===== src/rtl/aes_seq_pkg.sv =====
// aes_seq_pkg: state encoding and sizing helper shared by the AES vector sequencer.
package aes_seq_pkg;
  typedef enum logic [2:0] {S_IDLE, S_DRIVE, S_WAIT, S_CHECK, S_GAP, S_FINISH} seq_state_e;
  function automatic int addr_w(input int n);
    return (n > 1) ? $clog2(n) : 1;
  endfunction
endpackage


===== src/rtl/aes_vec_mem.sv =====
// aes_vec_mem: NUM_VEC-entry {plaintext, key, expected ciphertext} register file.
// Synchronous write; two combinational read ports (launch side and check side).
module aes_vec_mem import aes_seq_pkg::*; #(
  parameter int DATA_W  = 128,
  parameter int NUM_VEC = 4,
  localparam int ADDR_W = addr_w(NUM_VEC)
) (
  input  logic              i_clk,
  input  logic              i_we,
  input  logic [ADDR_W-1:0] i_waddr,
  input  logic [DATA_W-1:0] i_pt,
  input  logic [DATA_W-1:0] i_key,
  input  logic [DATA_W-1:0] i_ct,
  input  logic [ADDR_W-1:0] i_drv_addr,
  input  logic [ADDR_W-1:0] i_chk_addr,
  output logic [DATA_W-1:0] o_pt,
  output logic [DATA_W-1:0] o_key,
  output logic [DATA_W-1:0] o_ct
);
  typedef struct packed {
    logic [DATA_W-1:0] pt;
    logic [DATA_W-1:0] key;
    logic [DATA_W-1:0] ct;
  } vec_t;
  vec_t r_mem [NUM_VEC];
  always_ff @(posedge i_clk)
    if (i_we) r_mem[i_waddr] <= '{pt: i_pt, key: i_key, ct: i_ct};
  assign o_pt  = r_mem[i_drv_addr].pt;
  assign o_key = r_mem[i_drv_addr].key;
  assign o_ct  = r_mem[i_chk_addr].ct;
endmodule


===== src/rtl/aes_vector_sequencer.sv =====
// aes_vector_sequencer: drives stored vectors into an AES core, captures its
// result on the valid strobe, compares against the expected ciphertext and counts.
module aes_vector_sequencer import aes_seq_pkg::*; #(
  parameter int DATA_W  = 128,
  parameter int NUM_VEC = 4,
  parameter int EN_HOLD = 51,
  parameter int GAP     = 15,
  parameter int TIMEOUT = 300,
  parameter int CNT_W   = 16,
  localparam int ADDR_W = addr_w(NUM_VEC)
) (
  input  logic              AES_clk,
  input  logic              AES_rst_n,
  input  logic              vec_we,
  input  logic [ADDR_W-1:0] vec_addr,
  input  logic [DATA_W-1:0] vec_pt,
  input  logic [DATA_W-1:0] vec_key,
  input  logic [DATA_W-1:0] vec_ct,
  input  logic              start,
  input  logic              loop_en,
  input  logic              abort,
  output logic              drv_en,
  output logic [DATA_W-1:0] drv_data,
  output logic [DATA_W-1:0] drv_key,
  input  logic [DATA_W-1:0] dut_data_out,
  input  logic              dut_valid,
  output logic              busy,
  output logic              done,
  output logic [CNT_W-1:0]  pass_cnt,
  output logic [CNT_W-1:0]  fail_cnt,
  output logic              timeout_err,
  output logic [ADDR_W-1:0] last_fail_idx
);
  localparam int CNT_MAX = (EN_HOLD > GAP) ? EN_HOLD : GAP;
  localparam int HC_W = $clog2(CNT_MAX + 1);
  localparam int TO_W = $clog2(TIMEOUT + 1);
  localparam logic [HC_W-1:0] HOLD_END = HC_W'(EN_HOLD - 1);
  localparam logic [HC_W-1:0] GAP_END = HC_W'((GAP > 0) ? GAP - 1 : 0);
  localparam logic [TO_W-1:0] TO_END = TO_W'(TIMEOUT - 1);
  localparam logic [ADDR_W-1:0] LAST = ADDR_W'(NUM_VEC - 1);
  seq_state_e        r_state;
  logic [ADDR_W-1:0] r_idx;
  logic [HC_W-1:0]   r_cnt;
  logic [TO_W-1:0]   r_to;
  logic              r_cap;
  logic [DATA_W-1:0] r_cap_data;
  logic              r_drv_en;
  logic [DATA_W-1:0] r_drv_data;
  logic [DATA_W-1:0] r_drv_key;
  logic              r_done;
  logic [CNT_W-1:0]  r_pass;
  logic [CNT_W-1:0]  r_fail;
  logic              r_timeout_err;
  logic [ADDR_W-1:0] r_last_fail;
  logic [ADDR_W-1:0] w_nxt_idx;
  logic [ADDR_W-1:0] w_drv_addr;
  logic [DATA_W-1:0] w_pt;
  logic [DATA_W-1:0] w_key;
  logic [DATA_W-1:0] w_ct;
  logic              w_we;
  logic              w_cap_now;
  logic              w_pass;
  logic              w_finish;
  logic              w_launch;
  assign w_nxt_idx  = (r_idx == LAST) ? '0 : r_idx + ADDR_W'(1);
  assign w_drv_addr = (r_state == S_IDLE) ? '0 : w_nxt_idx;
  assign w_we       = vec_we && r_state == S_IDLE;
  // Only the first valid per vector is kept; later strobes are ignored.
  assign w_cap_now  = dut_valid && !r_cap && (r_state == S_DRIVE || r_state == S_WAIT);
  assign w_pass     = r_cap && r_cap_data == w_ct;
  assign w_finish   = r_idx == LAST && !loop_en;
  assign w_launch   = (r_state == S_IDLE)  ? start :
                      (r_state == S_GAP)   ? r_cnt == GAP_END :
                      (r_state == S_CHECK) && GAP == 0 && !w_finish;
  aes_vec_mem #(.DATA_W(DATA_W), .NUM_VEC(NUM_VEC)) u_mem (
    .i_clk      (AES_clk),
    .i_we       (w_we),
    .i_waddr    (vec_addr),
    .i_pt       (vec_pt),
    .i_key      (vec_key),
    .i_ct       (vec_ct),
    .i_drv_addr (w_drv_addr),
    .i_chk_addr (r_idx),
    .o_pt       (w_pt),
    .o_key      (w_key),
    .o_ct       (w_ct)
  );
  always_ff @(posedge AES_clk or negedge AES_rst_n)
    if (!AES_rst_n) begin
      r_state       <= S_IDLE;
      r_idx         <= '0;
      r_cnt         <= '0;
      r_to          <= '0;
      r_cap         <= 1'b0;
      r_cap_data    <= '0;
      r_drv_en      <= 1'b0;
      r_drv_data    <= '0;
      r_drv_key     <= '0;
      r_done        <= 1'b0;
      r_pass        <= '0;
      r_fail        <= '0;
      r_timeout_err <= 1'b0;
      r_last_fail   <= '0;
    end else begin
      r_done <= 1'b0;
      if (w_cap_now) begin
        r_cap      <= 1'b1;
        r_cap_data <= dut_data_out;
      end
      if (r_state == S_DRIVE || r_state == S_WAIT) r_to <= r_to + TO_W'(1);
      if (r_state == S_CHECK) begin
        if (w_pass) r_pass <= (r_pass == '1) ? r_pass : r_pass + CNT_W'(1);
        else begin
          r_fail      <= (r_fail == '1) ? r_fail : r_fail + CNT_W'(1);
          r_last_fail <= r_idx;
          if (!r_cap) r_timeout_err <= 1'b1;
        end
      end
      if (abort) begin
        r_state  <= S_IDLE;
        r_drv_en <= 1'b0;
      end else if (w_launch) begin
        r_state    <= S_DRIVE;
        r_idx      <= w_drv_addr;
        r_cnt      <= '0;
        r_to       <= '0;
        r_cap      <= 1'b0;
        r_drv_en   <= 1'b1;
        r_drv_data <= w_pt;
        r_drv_key  <= w_key;
        if (r_state == S_IDLE) begin
          r_pass        <= '0;
          r_fail        <= '0;
          r_timeout_err <= 1'b0;
          r_last_fail   <= '0;
        end
      end else begin
        case (r_state)
          S_DRIVE:
            if (r_cnt == HOLD_END) begin
              r_drv_en <= 1'b0;
              r_state  <= (r_cap || dut_valid) ? S_CHECK : S_WAIT;
            end else r_cnt <= r_cnt + HC_W'(1);
          S_WAIT: if (dut_valid || r_to == TO_END) r_state <= S_CHECK;
          S_CHECK:
            if (w_finish) begin
              r_state <= S_FINISH;
              r_done  <= 1'b1;
            end else begin
              r_state <= S_GAP;
              r_cnt   <= '0;
            end
          S_GAP:   r_cnt <= r_cnt + HC_W'(1);
          default: r_state <= S_IDLE;
        endcase
      end
    end
  assign drv_en        = r_drv_en;
  assign drv_data      = r_drv_data;
  assign drv_key       = r_drv_key;
  assign busy          = r_state != S_IDLE;
  assign done          = r_done;
  assign pass_cnt      = r_pass;
  assign fail_cnt      = r_fail;
  assign timeout_err   = r_timeout_err;
  assign last_fail_idx = r_last_fail;
endmodule

===== config.mk =====
export PLATFORM = sky130hd
export DESIGN_NAME = aes_vector_sequencer
export DESIGN_NICKNAME = d
export VERILOG_FILES = /design/src/rtl/aes_seq_pkg.sv /design/src/rtl/aes_vec_mem.sv /design/src/rtl/aes_vector_sequencer.sv
export SDC_FILE = /design/constraint.sdc
export NUM_CORES = 2
export LEC_CHECK = 0
export ABC_AREA = 1
export CORE_AREA = 2 2 467 422
export CTS_CLUSTER_SIZE = 25
export DETAILED_ROUTE_END_ITERATION = 8
export DIE_AREA = 0 0 469 424
export GPL_TIMING_DRIVEN = 1
export SYNTH_ARGS = -nofsm -noshare
export SYNTH_HDL_FRONTEND = slang
export SYNTH_SLANG_ARGS = --single-unit

===== constraint.sdc =====
create_clock -name AES_clk -period 38.2 [get_ports AES_clk]
set_clock_uncertainty 0.1 [all_clocks]
set_input_delay 9.55 -clock AES_clk [delete_from_list [all_inputs] [get_ports AES_clk]]
set_output_delay 9.55 -clock AES_clk [all_outputs]
set_load 0.01 [all_outputs]

After elaboration in Yosys (flattened, before gate mapping):

Memory sizes are Yosys's and may differ from the RTL's. A register that Yosys moved wholly into a read port is not among the register bits.
Index checks and enable logic that the tools add are counted.

* flip-flop bits (word level): 186
* bits in writable memories: 1536
* input bits: 521
* output and inout port bits: 294
* word-level logic and storage cells: 109
* memories kept: 1

* add/sub/neg operators: 5
* equal/unequal tests: 16
* mux-type cells: 54
* bitwise logic cells: 1
* reductions and logical operators: 20

Memory list
* u_mem.r_mem: depth 4, width 384, read ports 2, clocked after memory_dff 1, wr ports 1, line aes_vec_mem.sv:25 `vec_t r_mem [NUM_VEC];`

Operator list (count)
* $mux 16: 12
* $eq 128x128->1: 1
* $add 16x1->16 const B: 2
* $eq 16x16->1 const B: 2
* $mux 9: 3
* $mux 1: 23
* $mux 6: 3
* $pmux 6 s3: 1
* $mux 2: 7
* $mux 3: 4
* $pmux 3 s4: 1
* $add 9x1->9 const B: 1
* $eq 9x9->1 const B: 1
* $ne 3x3->1 const B: 3
* $reduce_bool 3->1: 3
* $ne 4x3->1 const B: 2
* $add 6x1->6 const B: 1
* $eq 3x2->1 const B: 2
* $eq 6x4->1 const B: 1
* $eq 6x6->1 const B: 1
* $logic_and 1x1->1: 5
* $reduce_and 2->1: 2
* $reduce_and 4->1: 1
* $reduce_bool 4->1: 1
* 9 further kinds: 13

Logic depth before layout (Yosys ltp):

An unclocked memory read counts as a cell.

* depth in word-level cells: 8
* mapped depth: 23
* gate-level depth less buffers: 19

By module:

From an unflattened synthesis, not the netlist that was laid out.

* cells, all modules: 8712
* area, all modules: 85470.7 µm²

Modules (own cells, without submodules)
* aes_vec_mem: times used 1, cells an instance 6026, area each 64478.1 µm², seq. area each 46124.2 µm²
* aes_vector_sequencer: times used 1, cells an instance 2686, area each 20992.6 µm², seq. area each 11060.6 µm²

Worst setup path after synthesis:

OpenSTA, ideal clock, no wires.

* path type: in2reg
* start: in vec_addr[1]
* end: mem u_mem.r_mem[0][0] in the netlist's numbering, enable pin
* library setup time: 1607 ps
* data arrival time: 35862 ps
* data required time: 36493 ps
* setup slack: 632 ps
* stages: 1
* path buffers: 0
* cell sequence: nor3_1

RTL lines
* start, declared: line aes_vector_sequencer.sv:15 `input logic [ADDR_W-1:0] vec_addr,`
* end, declared: line aes_vec_mem.sv:25

No word-level cell before the write port.

Final worst setup path:

* start: in vec_we
* end: mem u_mem.r_mem[0][198] in the netlist's numbering, enable pin

* cells in the longest elaborated chain, start to end: 3

Ends and longest elaborated chain
* start, declared: line aes_vector_sequencer.sv:14 `input logic vec_we,`
* $logic_and 1x1->1: line aes_vector_sequencer.sv:67 `assign w_we = vec_we && r_state == S_IDLE;`
* $mux 1: line aes_vec_mem.sv:27 `if (i_we) r_mem[i_waddr] <= '{pt: i_pt, key: i_key, ct: i_ct};`
* $mux 1 (implied by the code): line aes_vec_mem.sv:27

Every way passes these cells.

==> impl_summary.md <==
Worst setup path
The critical path class is primary input to register. The endpoint type of the worst setup path is a register. The arrival time at the worst endpoint is 13.21 ns.

STA puts the critical path data required time at 38.55 ns. The startpoint type of the worst setup path is a primary input. The highest net fanout along the worst path is around 110.

CTS
Clock-pin slew was measured on the worst setup and hold paths at 0.06 ns. The post-CTS setup buffer count is 0. Counting along the longest clock path gives a buffer depth of 3. In this run, CTS created clock tree buffers numbering 200. Post-CTS repair changed the size of 0 cells. In this run the clock root is driven by a sky130_fd_sc_hd__clkbuf_16. The clock net sink count is 1978. The clock latency on the worst-skew pair is approximately 0.86 ns. Buffers inserted to repair hold after CTS numbered 0. The CTS H-tree depth is 4. The clock tree from TritonCTS is yes.

GRT
The number of global-route vias before repair is 49520. The global-route usage over all layers is 21.5%. The initial antenna violation count is 78. After global routing the overflow that remains totals 0. Entering global routing, the biggest net connects around 210 pins. The first global-routing pass estimated roughly 320000 um of wire.

Power
The worst vdd rail ir drop is 0.0705 mV. The analysis attributes to cell leakage a power of about 0.035 uW. For this design the ratio of total power to cell area is between 70 and 80 nW/um^2.

Placed design
Prior to clock tree synthesis, the placed netlist has a worst setup slack of 24.46 ns. The post-DP HPWL is approximately 130000 um. Routability-driven placement finished with a final weighted congestion of 0.816. Once placement finished, the instance area stood at 87700 sq um. The number of I/O port buffers is slightly above 800.

Synth
Yosys printed 0 warnings. The post-synthesis share of cell area spent on xor and xnor gates is less than 1%. By area, the combinational part of the netlist is dominated by simple AND/OR/NAND/NOR gates. Of the total synthesized cell area, the portion taken by AND, OR, NAND and NOR gates is 15.8%. Counting flops and latches in the post-synthesis netlist gives 1978.

Counting every net in the synthesized netlist gives 7074. Yosys mapped the design onto 35 distinct sky130hd cell types. The synthesized netlist devotes 6.48% of its cell area to compound gates. Of the total synthesized cell area, the portion taken by full adders, half adders and majority gates is 0.0972%.

Multiplexer cells account for 0.481% of the synthesized area. Synthesis handed over a netlist of 6547 instances. After synthesis, flip-flops and latches occupy 74.1% of the total area.

The post-synthesis area per instance is 11.8 sq um. In this run the cell area of the synthesized design comes to 77200 sq um.

Final layout
Registers take roughly 57000 sq um. The library cell used most frequently in the layout, excluding fill and tap cells, is sky130_fd_sc_hd__nand2_1. The net count of the finished layout is 7815. The total non-filler cell area in the finished layout is 94500 sq um. The utilization of the core after routing is 48.6%. In the final layout, the multi-input gates occupy 17800 sq um. The ratio of cells with drive above 1 in the final layout is ~5.8%. Compared with the post-synthesis result, the final layout area differs by 22.4%.

The layout has 17128 filler cells. In the layout the commonest cells are sky130_fd_sc_hd__nand2_1 (1540), sky130_fd_sc_hd__edfxtp_1 (1536), sky130_fd_sc_hd__nor2_1 (1028).

Route
The initial DRC count is 4296. The mean routed wirelength per cell is ~22 um. Using the TritonRoute via totals, the vias-per-cell ratio works out to 5.13. The number of detailed-routing iterations run before antenna repair is 6. For this run, design rule violations remaining after detail routing come to 0. The residual antenna-violating net count after detailed routing is 0. For this block, the routed nets add up to 219000 um of wire. The final route contains 51715 vias.

STA
For the pin with the worst max-slew slack, the measured transition is 1.24 ns. The worst path needs 12.86 ns of the cycle, external delays included. The upper clock frequency limit is 77.7 MHz. The worst-case headroom to the max-slew limit is 17.6%. The count of endpoints failing hold in the final timing report is 0. The total count of max-transition violations in the final report is 0.

Summed over all failing endpoints, the final setup total negative slack is 0 ns. The post-route clock period utilization is 33.7%. The final worst slack is between 20 and 30 ns. The worst hold slack across all endpoints is 0.380 ns. Setup violations remaining at the end of the flow were counted as 0. Setup repair after global routing left no endpoint under its margin.

Worst hold path
The worst hold path belongs to the class register to register.

Outcome
The run finished with clean final reports.

Floorplanning
Pin placement for this block handled 815 I/O pins. The die is roughly 420 um tall. The total area inside the core boundary comes to around 200000 sq um. The floorplan step defined a die boundary enclosing 199000 sq um. The die is 469 um wide. The initial utilization of the core area, before any placement, comes to 39.7%. The number of standard-cell rows in the floorplan is between 150 and 200.

Job
The number of violations of the max-capacitance limit is 0.
[through the flow]
| step | total power (uW) | std cells |
|---|---|---|
| 2_1_floorplan | 4400 | 6547 |
| 3_3_place_gp | 5170 | 9660 |
| 3_5_place_dp | 5210 | 9660 |
| 4_1_cts | 7210 | 10038 |
| 5_1_grt | 7560 | 10067 |
| 6_report | 7130 | 10084 |
[kinds of logic (layout without fill, tap and decap cells)]
kind of cell | after synthesis | count (layout)
simple gates | 3057 | 3057
xor+xnor | 12 | 12
buf+inv | 535 | 1452
other cells | 0 | 46
compound gates | 926 | 926
flops | 1978 | 1978
fa+ha+maj | 6 | 6
mux | 33 | 33
[report_power, final]
| part | switching (uW) | internal [uW] |
|---|---|---|
| registers | 211 | 2680 |
| logic | 1460 | 791 |
| clock network | 855 | 1120 |
| total | 2530 | 4600 |
[layer usage]
layer	part of all wire, %	track usage [%]
met5	0.16	0
met4	3.3	8.27
met3	6.4	4.50
met2	49	35.8
met1	41	27.5
[worst max-delay path, stage by stage]
cell and delay [ns]:
sky130_fd_sc_hd__clkdlybuf4s50_1 0.46, sky130_fd_sc_hd__nand2_1 0.13, sky130_fd_sc_hd__nor3_2 0.18, sky130_fd_sc_hd__buf_4 0.50, sky130_fd_sc_hd__buf_12 0.61, sky130_fd_sc_hd__buf_4 0.74, sky130_fd_sc_hd__buf_4 0.81
[final timing paths]
kind,start,end,slack [ns],depth (start not counted)
max reg2reg,r_state[1],drv_data[7],32.10,13
min in group asynchronous,AES_rst_n,r_cap_data[120],8.56,1
min,drv_key[105],drv_key[105],0.38,2
max,vec_we,u_mem.r_mem[0][198],25.34,7
min reg2reg,drv_key[105],drv_key[105],0.38,2
max in group asynchronous,AES_rst_n,drv_key[38],26.01,5
[sequential cells by signal (all words and copies together) (netlist names)]
name	cells
last_fail_idx	2
pass_cnt	16
r_state	3
r_to	9
u_mem.r_mem	1536
fail_cnt	16
drv_en	1
drv_data	128
r_idx	2
drv_key	128
done	1
r_cap	1
timeout_err	1
r_cnt	6
r_cap_data	128
[final cells by class]
class	instances	share of cell area, %
Multi-Input combinational cell	4034	18.9
Clock buffer	277	5.86
Timing Repair Buffer	881	9.22
Inverter	193	0.801
Antenna cell	46	0.122
Sequential cell	1978	60.5
Tap cell	2574	3.41
Clock inverter	101	1.21
[cells in the mapped netlist]
library cell               number  area [sq um]
sky130_fd_sc_hd__a211oi_1       1          7.51
sky130_fd_sc_hd__a21oi_1      123           616
sky130_fd_sc_hd__a21oi_2       10          87.6
sky130_fd_sc_hd__a22oi_1        1          7.51
sky130_fd_sc_hd__a31oi_1       98           613
sky130_fd_sc_hd__buf_1         32           120
sky130_fd_sc_hd__buf_2         65           325
sky130_fd_sc_hd__buf_4          8          60.1
sky130_fd_sc_hd__buf_6         15           169
sky130_fd_sc_hd__clkbuf_1     222           833
sky130_fd_sc_hd__clkinv_1       2          7.51
sky130_fd_sc_hd__dfrtp_1      442         11100
sky130_fd_sc_hd__edfxtp_1    1536         46100
sky130_fd_sc_hd__ha_1           6          75.1
sky130_fd_sc_hd__inv_1        189           709
sky130_fd_sc_hd__inv_2          1          3.75
sky130_fd_sc_hd__inv_4          1          6.26
sky130_fd_sc_hd__mux2_2        33           372
sky130_fd_sc_hd__nand2_1     1541          5780
sky130_fd_sc_hd__nand3_1      403          2020
sky130_fd_sc_hd__nand3b_1      32           240
sky130_fd_sc_hd__nand4_1       18           113
sky130_fd_sc_hd__nor2_1      1029          3860
sky130_fd_sc_hd__nor2_2         2          12.5
sky130_fd_sc_hd__nor2_4         2          22.5
sky130_fd_sc_hd__nor2b_1        3          18.8
sky130_fd_sc_hd__nor3_1        19          95.1
sky130_fd_sc_hd__nor3_2         1          10.0
sky130_fd_sc_hd__nor3b_1        1          7.51
sky130_fd_sc_hd__nor4_1         6          37.5
sky130_fd_sc_hd__o21ai_0      531          2660
sky130_fd_sc_hd__o22ai_1      161          1010
sky130_fd_sc_hd__o311ai_0       1          8.76
sky130_fd_sc_hd__xnor2_1        6          52.6
sky130_fd_sc_hd__xor2_1         6          52.6
No activity file was read; power rests on OpenSTA's default activity.
